**src/rtl/product_accumulator_pkg.sv**
```systemverilog
// Shared types and helpers for the product accumulator: FSM state encoding,
// product zero-extension and the parameter sanity check.
package product_accumulator_pkg;

  typedef enum logic [1:0] {
    IDLE  = 2'd0,
    ACCUM = 2'd1,
    HOLD  = 2'd2
  } state_t;

  localparam int DEF_WIDTH       = 8;
  localparam int DEF_COUNT_WIDTH = 8;
  // Widest accumulator the zero-extension helper can produce.
  localparam int EXT_MAX_W       = 128;

  function automatic bit acc_width_ok(input int width, input int acc_width);
    return (acc_width >= 2 * width) && (acc_width <= EXT_MAX_W);
  endfunction

  function automatic logic [EXT_MAX_W-1:0] zext_prod(
    input logic [EXT_MAX_W-1:0] prod,
    input int                   prod_w
  );
    logic [EXT_MAX_W-1:0] mask;
    if (prod_w >= EXT_MAX_W) mask = '1;
    else                     mask = (EXT_MAX_W'(1) << prod_w) - EXT_MAX_W'(1);
    return prod & mask;
  endfunction

endpackage

```
**src/rtl/product_accumulator.sv**
```systemverilog
// Sums a programmable-length frame of multiplier products into one wide
// result; valid/ready on both sides and a per-frame sticky overflow flag.
module product_accumulator
  import product_accumulator_pkg::*;
#(
  parameter int WIDTH       = DEF_WIDTH,
  parameter int ACC_WIDTH   = 2 * WIDTH + 8,
  parameter int COUNT_WIDTH = DEF_COUNT_WIDTH
) (
  input  logic                   clk,
  input  logic                   rst_n,
  input  logic                   clear,
  input  logic [COUNT_WIDTH-1:0] len,
  input  logic [2*WIDTH-1:0]     prod_in,
  input  logic                   prod_valid,
  output logic                   prod_ready,
  output logic [ACC_WIDTH-1:0]   acc_out,
  output logic                   acc_valid,
  input  logic                   acc_ready,
  output logic                   overflow,
  output logic                   busy
);

  // Handshake: a transfer happens on a rising edge where valid && ready are
  // both high; valid must not depend on ready, and the producer holds data
  // stable while valid is high and ready is low.

  localparam bit PARAMS_OK = acc_width_ok(WIDTH, ACC_WIDTH);

  generate
    if (!PARAMS_OK) begin : g_param_check
      $error("product_accumulator: ACC_WIDTH must be >= 2*WIDTH and <= EXT_MAX_W");
    end
  endgenerate

  state_t                 r_state;
  logic [ACC_WIDTH-1:0]   r_acc;
  logic [COUNT_WIDTH-1:0] r_count;
  logic [COUNT_WIDTH-1:0] r_len;
  logic [ACC_WIDTH-1:0]   r_acc_out;
  logic                   r_acc_valid;
  logic                   r_overflow;

  logic [ACC_WIDTH-1:0]   w_prod_ext;
  logic [ACC_WIDTH:0]     w_sum;
  logic                   w_ovf_next;
  logic [COUNT_WIDTH-1:0] w_count_next;
  logic [COUNT_WIDTH-1:0] w_len_eff;

  assign w_prod_ext   = ACC_WIDTH'(zext_prod(EXT_MAX_W'(prod_in), 2 * WIDTH));
  assign w_sum        = {1'b0, r_acc} + {1'b0, w_prod_ext};
  assign w_ovf_next   = r_overflow | w_sum[ACC_WIDTH];
  assign w_count_next = r_count + COUNT_WIDTH'(1);
  // A zero length would never terminate; it behaves as a one-product frame.
  assign w_len_eff    = (len == '0) ? COUNT_WIDTH'(1) : len;

  always_ff @(posedge clk or negedge rst_n) begin
    if (!rst_n) begin
      r_state     <= IDLE;
      r_acc       <= '0;
      r_count     <= '0;
      r_len       <= '0;
      r_acc_out   <= '0;
      r_acc_valid <= 1'b0;
      r_overflow  <= 1'b0;
    end else if (clear) begin
      r_state     <= IDLE;
      r_acc       <= '0;
      r_count     <= '0;
      r_acc_valid <= 1'b0;
      r_overflow  <= 1'b0;
    end else begin
      case (r_state)
        IDLE: begin
          if (prod_valid) begin
            r_acc      <= w_prod_ext;
            r_count    <= COUNT_WIDTH'(1);
            r_len      <= w_len_eff;
            r_overflow <= 1'b0;
            if (w_len_eff == COUNT_WIDTH'(1)) begin
              r_state     <= HOLD;
              r_acc_out   <= w_prod_ext;
              r_acc_valid <= 1'b1;
            end else begin
              r_state <= ACCUM;
            end
          end
        end
        ACCUM: begin
          if (prod_valid) begin
            r_acc      <= w_sum[ACC_WIDTH-1:0];
            r_overflow <= w_ovf_next;
            r_count    <= w_count_next;
            if (w_count_next == r_len) begin
              r_state     <= HOLD;
              r_acc_out   <= w_sum[ACC_WIDTH-1:0];
              r_acc_valid <= 1'b1;
            end
          end
        end
        HOLD: begin
          if (acc_ready) begin
            r_state     <= IDLE;
            r_acc_valid <= 1'b0;
          end
        end
        default: begin
          r_state     <= IDLE;
          r_acc_valid <= 1'b0;
        end
      endcase
    end
  end

  // rst_n gates ready directly so nothing is accepted while reset is held.
  assign prod_ready = rst_n && (r_state != HOLD);
  assign acc_out    = r_acc_out;
  assign acc_valid  = r_acc_valid;
  assign overflow   = r_overflow;
  assign busy       = (r_state != IDLE);

endmodule

```
**config.mk**
```make
export PLATFORM = sky130hd
export DESIGN_NAME = product_accumulator
export DESIGN_NICKNAME = d
export VERILOG_FILES = /design/src/rtl/product_accumulator_pkg.sv /design/src/rtl/product_accumulator.sv
export SDC_FILE = /design/constraint.sdc
export NUM_CORES = 1
export LEC_CHECK = 0
export BUFFER_PORTS_ARGS = -buffer_cell sky130_fd_sc_hd__buf_2
export CAP_MARGIN = 20
export CELL_PAD_IN_SITES_DETAIL_PLACEMENT = 0
export CELL_PAD_IN_SITES_GLOBAL_PLACEMENT = 1
export CORE_ASPECT_RATIO = 1.5
export CORE_MARGIN = 2
export CORE_UTILIZATION = 40
export CTS_CLUSTER_SIZE = 8
export DETAILED_ROUTE_END_ITERATION = 10
export PLACE_DENSITY = 0.8
export SLEW_MARGIN = 20
export SYNTH_ARGS = -nofsm -noshare
export SYNTH_HDL_FRONTEND = slang
export SYNTH_SLANG_ARGS = --single-unit
```
**constraint.sdc**
```tcl
create_clock -name clk -period 2.65 [get_ports clk]
set_input_delay 0.1325 -clock clk [delete_from_list [all_inputs] [get_ports clk]]
set_output_delay 0.1325 -clock clk [all_outputs]
set_load 0.02 [all_outputs]
```
After elaboration in Yosys (flattened, before gate mapping)
Index checks and enable logic that the tools add are counted.
{ "word_totals": {"reg_bits": 68, "latchBits": 0, "ramBits": 0, "romBits": 0, "input_bits": 29, "out_inout_bits": 28, "n_memories": 0} }
{ "op_classes": {"add_sub_neg": 2, "mul": 0, "div": 0, "n_lt_le_gt_ge": 0, "eq_ne": 14, "n_shift": 0, "n_mux": 32, "bitwise": 2, "n_reduce_logical": 11} }
{ "op_table": {"columns": ["cell", "count"], "rows": [
  ["$mux 24", 7],
  ["$pmux 24 s2", 2],
  ["$mux 8", 4],
  ["$add 24x16->25", 1],
  ["$pmux 8 s2", 1],
  ["$ne 3x3->1 const B", 5],
  ["$mux 2", 6],
  ["$ne 2x2->1 const B", 5],
  ["$mux 1", 9],
  ["$add 8x1->8 const B", 1],
  ["$eq 8x1->1 const B", 1],
  ["$eq 8x8->1", 1],
  ["$logic_not 8->1", 1],
  ["$pmux 2 s3", 1],
  ["$reduce_and 3->1", 2],
  ["$reduce_and 6->1", 1],
  ["$reduce_and 5->1", 1],
  ["$reduce_and 4->1", 1],
  ["$reduce_bool 2->1", 2],
  ["$pmux 1 s3", 1],
  ["$reduce_bool 3->1", 1],
  ["$eq 2x1->1 const B", 1],
  ["$eq 2x2->1 const B", 1],
  ["$logic_not 2->1", 1],
  ["4 further kinds", 4]
]} }

Logic depth before layout (Yosys ltp)
{ "depth": {"ltp_word": 7, "depth_mapped": 9, "mapped_depth_nobuf": 9} }

Worst setup path before layout
OpenSTA, ideal clock, no wires.
{ "synth_path": {"kind": "reg-to-reg", "from": "reg r_acc[0]", "to": "reg r_acc_out[22] (netlist: acc_out[22])", "setup_ns": 0.125, "t_arrival_ns": 2.337, "slack_ns": 0.188, "stages_incl_launch_ff": 10, "path_buffers": 0, "path_cell_list": "dfrtp_1 -> ha_1 -> fa_1 -> a211oi_1 -> o21ai_1 -> o22ai_1 -> a211oi_1 -> o21ai_1 -> mux2i_1 -> mux2_4"} }
{ "synth_between": {"elab_chain_cells": 4} }
{ "synth_lines": {"columns": ["item", "line", "source"], "rows": [
  ["start, declared", "product_accumulator.sv:37", "logic [ACC_WIDTH-1:0] r_acc;"],
  ["start signal, assigned", "product_accumulator.sv:76", "r_acc <= w_prod_ext;"],
  ["start signal, assigned", "product_accumulator.sv:91", "r_acc <= w_sum[ACC_WIDTH-1:0];"],
  ["$add 24x16->25", "product_accumulator.sv:51", "assign w_sum = {1'b0, r_acc} + {1'b0, w_prod_ext};"],
  ["$mux 24", "product_accumulator.sv:94", "if (w_count_next == r_len) begin"],
  ["$mux 24", "product_accumulator.sv:90", "if (prod_valid) begin"],
  ["$pmux 24 s2", "product_accumulator.sv:73", "case (r_state)"],
  ["end signal, assigned", "product_accumulator.sv:82", "r_acc_out <= w_prod_ext;"],
  ["end signal, assigned", "product_accumulator.sv:96", "r_acc_out <= w_sum[ACC_WIDTH-1:0];"],
  ["end, declared", "product_accumulator.sv:40", "logic [ACC_WIDTH-1:0] r_acc_out;"]
]} }
No other way between the ends. The select of a mux whose other input is x is not followed.
A chain may end at the register's enable or synchronous reset.

Worst setup path in the final report
{ "layout_path": {"from": "reg r_acc[0]", "to": "reg r_acc[12]"} }
{ "layout_between": {"elab_chain_cells": 4} }
{ "layout_lines": {"columns": ["item", "line", "source"], "rows": [
  ["$add 24x16->25", "product_accumulator.sv:51", null],
  ["$mux 24", "product_accumulator.sv:90", null],
  ["$pmux 24 s2", "product_accumulator.sv:73", null],
  ["$mux 24", "product_accumulator.sv:66", "end else if (clear) begin"]
]} }
No other way between the ends. The select of a mux whose other input is x is not followed.

==> impl_summary.log <==
INFO  metric wire_per_inst = 16.5 microns
INFO  metric synthTopCellsByArea = sky130_fd_sc_hd__dfrtp_1 (39%), sky130_fd_sc_hd__ha_1 (4.9%), sky130_fd_sc_hd__nand2_1 (4.7%)
INFO  metric cts.repair_timing.setup_buffer_count = 0
INFO  metric synthDominantCellAreaShare = 0.391
INFO  metric critical-path-slowest-cell = sky130_fd_sc_hd__fa_1
INFO  metric first_pass_grt_wire_length = 19.4 mm
INFO  metric layout.filler_cells = roughly 1100
INFO  metric cts.path.max_buffers = 2
INFO  metric design.portCount = 57
INFO  metric yosys.cell_types.count = 69
INFO  metric place.detailed.instances = 672
INFO  metric insertion_delay_of_the_later_clocked_pin_in_the_worst_skew_pair = 340 ps
INFO  metric slew_at_the_pin_closest_to_its_max_slew_limit = between 500 and 600 ps
INFO  metric utilization_after_layout = 0.488
INFO  metric edff_count_synth = 0
INFO  metric p_per_area = 581 nW/um^2
INFO  metric route.antenna.remaining_nets = 0
INFO  metric gp_congestion = 0.896
INFO  metric synth-seq-area-share = 0.391
INFO  metric critical_path_required = between 2000 and 3000 ps
INFO  metric grt_antenna_before_repair = 0
INFO  metric first_pass_iters = 4
INFO  metric drv_cap = 0
INFO  metric route.final.wire_length = 11.4 mm
INFO  metric grt_max_degree = 32
INFO  metric worstPathCellList = ha_1, fa_1, a211oi_1, o21ai_1, o22ai_1, buf_4, a31oi_1, xnor2_1, a211o_1, a21oi_1
INFO  metric gr-usage-all-layers = 0.210
INFO  metric dr_total_vias = roughly 3800
INFO  metric fp.dieArea = 11700 sq um
INFO  metric clock_tree_from_tritoncts = done
INFO  metric syn_area_per_cell = about 9.2 sq um
INFO  metric synth.cells.most_frequent = sky130_fd_sc_hd__dfrtp_1 (68), sky130_fd_sc_hd__nand2_1 (54), sky130_fd_sc_hd__o21ai_0 (39)
INFO  metric core_area = 10600 sq um
INFO  metric cp_launch_type = flop
INFO  metric initial_utilization = 0.411
INFO  metric period_minus_slack = 2500 ps
INFO  metric finalMaxSlewViolations = 0
INFO  metric placedInstanceArea = 4870 sq um
INFO  metric synth_cells = approximately 470
INFO  metric finalCritPeriodShare = 0.945
INFO  metric chipWidth = 89.2 microns
INFO  metric ys.warnings.count = 0
INFO  metric worst-setup-path-type = reg2reg
INFO  metric die_y = 132 microns
INFO  metric synth_fp_nets = 518
INFO  metric clock.fmax = 399 MHz
INFO  metric worstPathArrival = 2770 ps
INFO  metric tritoncts_num_sinks = 68
INFO  metric final_area = between 5000 and 6000 sq um
INFO  metric rows = 46
INFO  metric static-leakage-power = 2.40 nW
INFO  metric timing_hold_violations_final = 0
INFO  metric worst_slack = roughly 150 ps
INFO  metric report.final.setup_viol = 0
INFO  metric hold_class = in2reg
INFO  metric clock_skew = 5.60 ps
INFO  metric routed_via_density = 5.50
INFO  metric antenna_cells_inserted = 0
INFO  metric critical_path.max_fanout = 6
INFO  metric htreeDepth = 3
INFO  metric cts.root.buffer_cell = sky130_fd_sc_hd__clkbuf_16
INFO  metric synth-main-ff-cell = sky130_fd_sc_hd__dfrtp_1
INFO  metric route.detailed.drc = 0
INFO  metric finish.net_count = 587
INFO  metric post-synth-top-count-cell = sky130_fd_sc_hd__dfrtp_1
INFO  metric tritoncts.num_buffers = 9
INFO  metric fin_setup_tns = 0 ps
INFO  metric first_global_vias = roughly 4000
INFO  metric pre_cts_ws = 117 ps
INFO  metric clk_pin_slew_worst_paths = 50 ps
INFO  metric setup_repair_after_global_routing_missed_its_margin = no
INFO  metric drt-initial-drc-count = approximately 190
INFO  metric layout_cell_share_with_drive_strength_beyond_1 = 0.237
INFO  metric place.port_buffers = 56
INFO  metric grt-ovfl-total = 0
INFO  metric irDropWorstVdd = 0.320 mV
INFO  metric worst_setup_path_end_kind = flop
INFO  metric fin_hold_ws = between 20 and 25 ps
INFO  metric cpPeakStageDelay = approximately 450 ps
INFO  metric final_cells = about 700
INFO  metric synth_top_area_cell = sky130_fd_sc_hd__dfrtp_1
INFO  metric outcome = finished, final reports clean
INFO  metric hpwl = between 8 and 9 mm
INFO  metric synthesis.area = 4350 sq um
INFO  metric area_delta_synth_final = 18.9%
INFO  metric fin_total_pwr = 3.01 mW
INFO  metric timing.slew.headroom = 0.613
INFO  metric asyncSetResetFlopFracSynth = 1.00
INFO  metric postSynthRegisterBits = 68
==> power breakdown <==
group / switching (mW) / internal (mW) / total, mW
registers: 0.0567 / 1.12 / 1.18
logic: 0.388 / 0.277 / 0.665
clock network: 0.438 / 0.729 / 1.17
total: 0.883 / 2.12 / 3.01
==> layer usage <==
layer  global-route usage  part of all wire
met5                    0                 0
met3               0.0369             0.029
met4               0.0738             0.021
met2                0.363              0.53
met1                0.256              0.42
==> cells in the final DEF, fill, tap and decap left out, drive strengths merged, types with 17 or more instances in the layout <==
| master | instances |
|---|---|
| buf | 76 |
| dfrtp | 68 |
| nand2 | 56 |
| o21ai | 43 |
| a21oi | 37 |
| nor2 | 35 |
| mux2 | 21 |
| ha | 17 |
==> logic make-up after synthesis <==
kind of cell             Yosys count  share of synthesized area
flip-flops                        68                      0.391
adder cells (fa/ha/maj)           18                     0.0535
buffers and inverters             33                     0.0328
AND/OR/NAND/NOR                  156                      0.180
multiplexers                      25                     0.0713
AO/OA/AOI/OAI                    148                      0.225
XOR/XNOR                          23                     0.0463
==> critical path: cells and delay by family, from the launching register on <==
kind                     cells  cell delay (ps)
AO/OA/AOI/OAI                6             1020
adder cells (fa/ha/maj)      2              670
XOR/XNOR                     1              180
buffers and inverters        1              170
flip-flops                   1              380
==> worst paths after layout <==
kind,from,to,slack (ps),cells after the start
setup / recovery,r_acc[0],r_acc[12],150,10
hold / removal,len[5],r_len[5],20,3
setup reg to reg,r_acc[0],r_acc[12],150,10
hold reg to reg,acc_out[21],acc_out[21],480,1
max in group asynchronous,rst_n,r_acc[21],1730,3
min in group asynchronous,rst_n,acc_out[11],220,2
==> what timing repair did <==
item                                   in CTS  in global routing
gates resized for setup                     0                  3
setup endpoints to repair                   0                  8
endpoints found under the hold margin       9                  0
hold buffers                                1                  0
==> cell type report <==
| cell class | count | area, sq um | share of cell area |
|---|---|---|---|
| Clock buffer | 14 | 244 | 0.0472 |
| Clock inverter | 2 | 35.0 | 0.00677 |
| Inverter | 14 | 52.6 | 0.0102 |
| Multi-Input combinational cell | 370 | 2520 | 0.487 |
| Sequential cell | 68 | 1700 | 0.329 |
| Tap cell | 144 | 180 | 0.0348 |
| Timing Repair Buffer | 77 | 440 | 0.0851 |
==> flip-flops by register name (all words and copies together) (netlist names) <==
| name | count |
|---|---|
| overflow | 1 |
| r_state | 2 |
| acc_valid | 1 |
| r_len | 8 |
| r_acc | 24 |
| acc_out | 24 |
| r_count | 8 |
(Power assumes the default switching activity.)
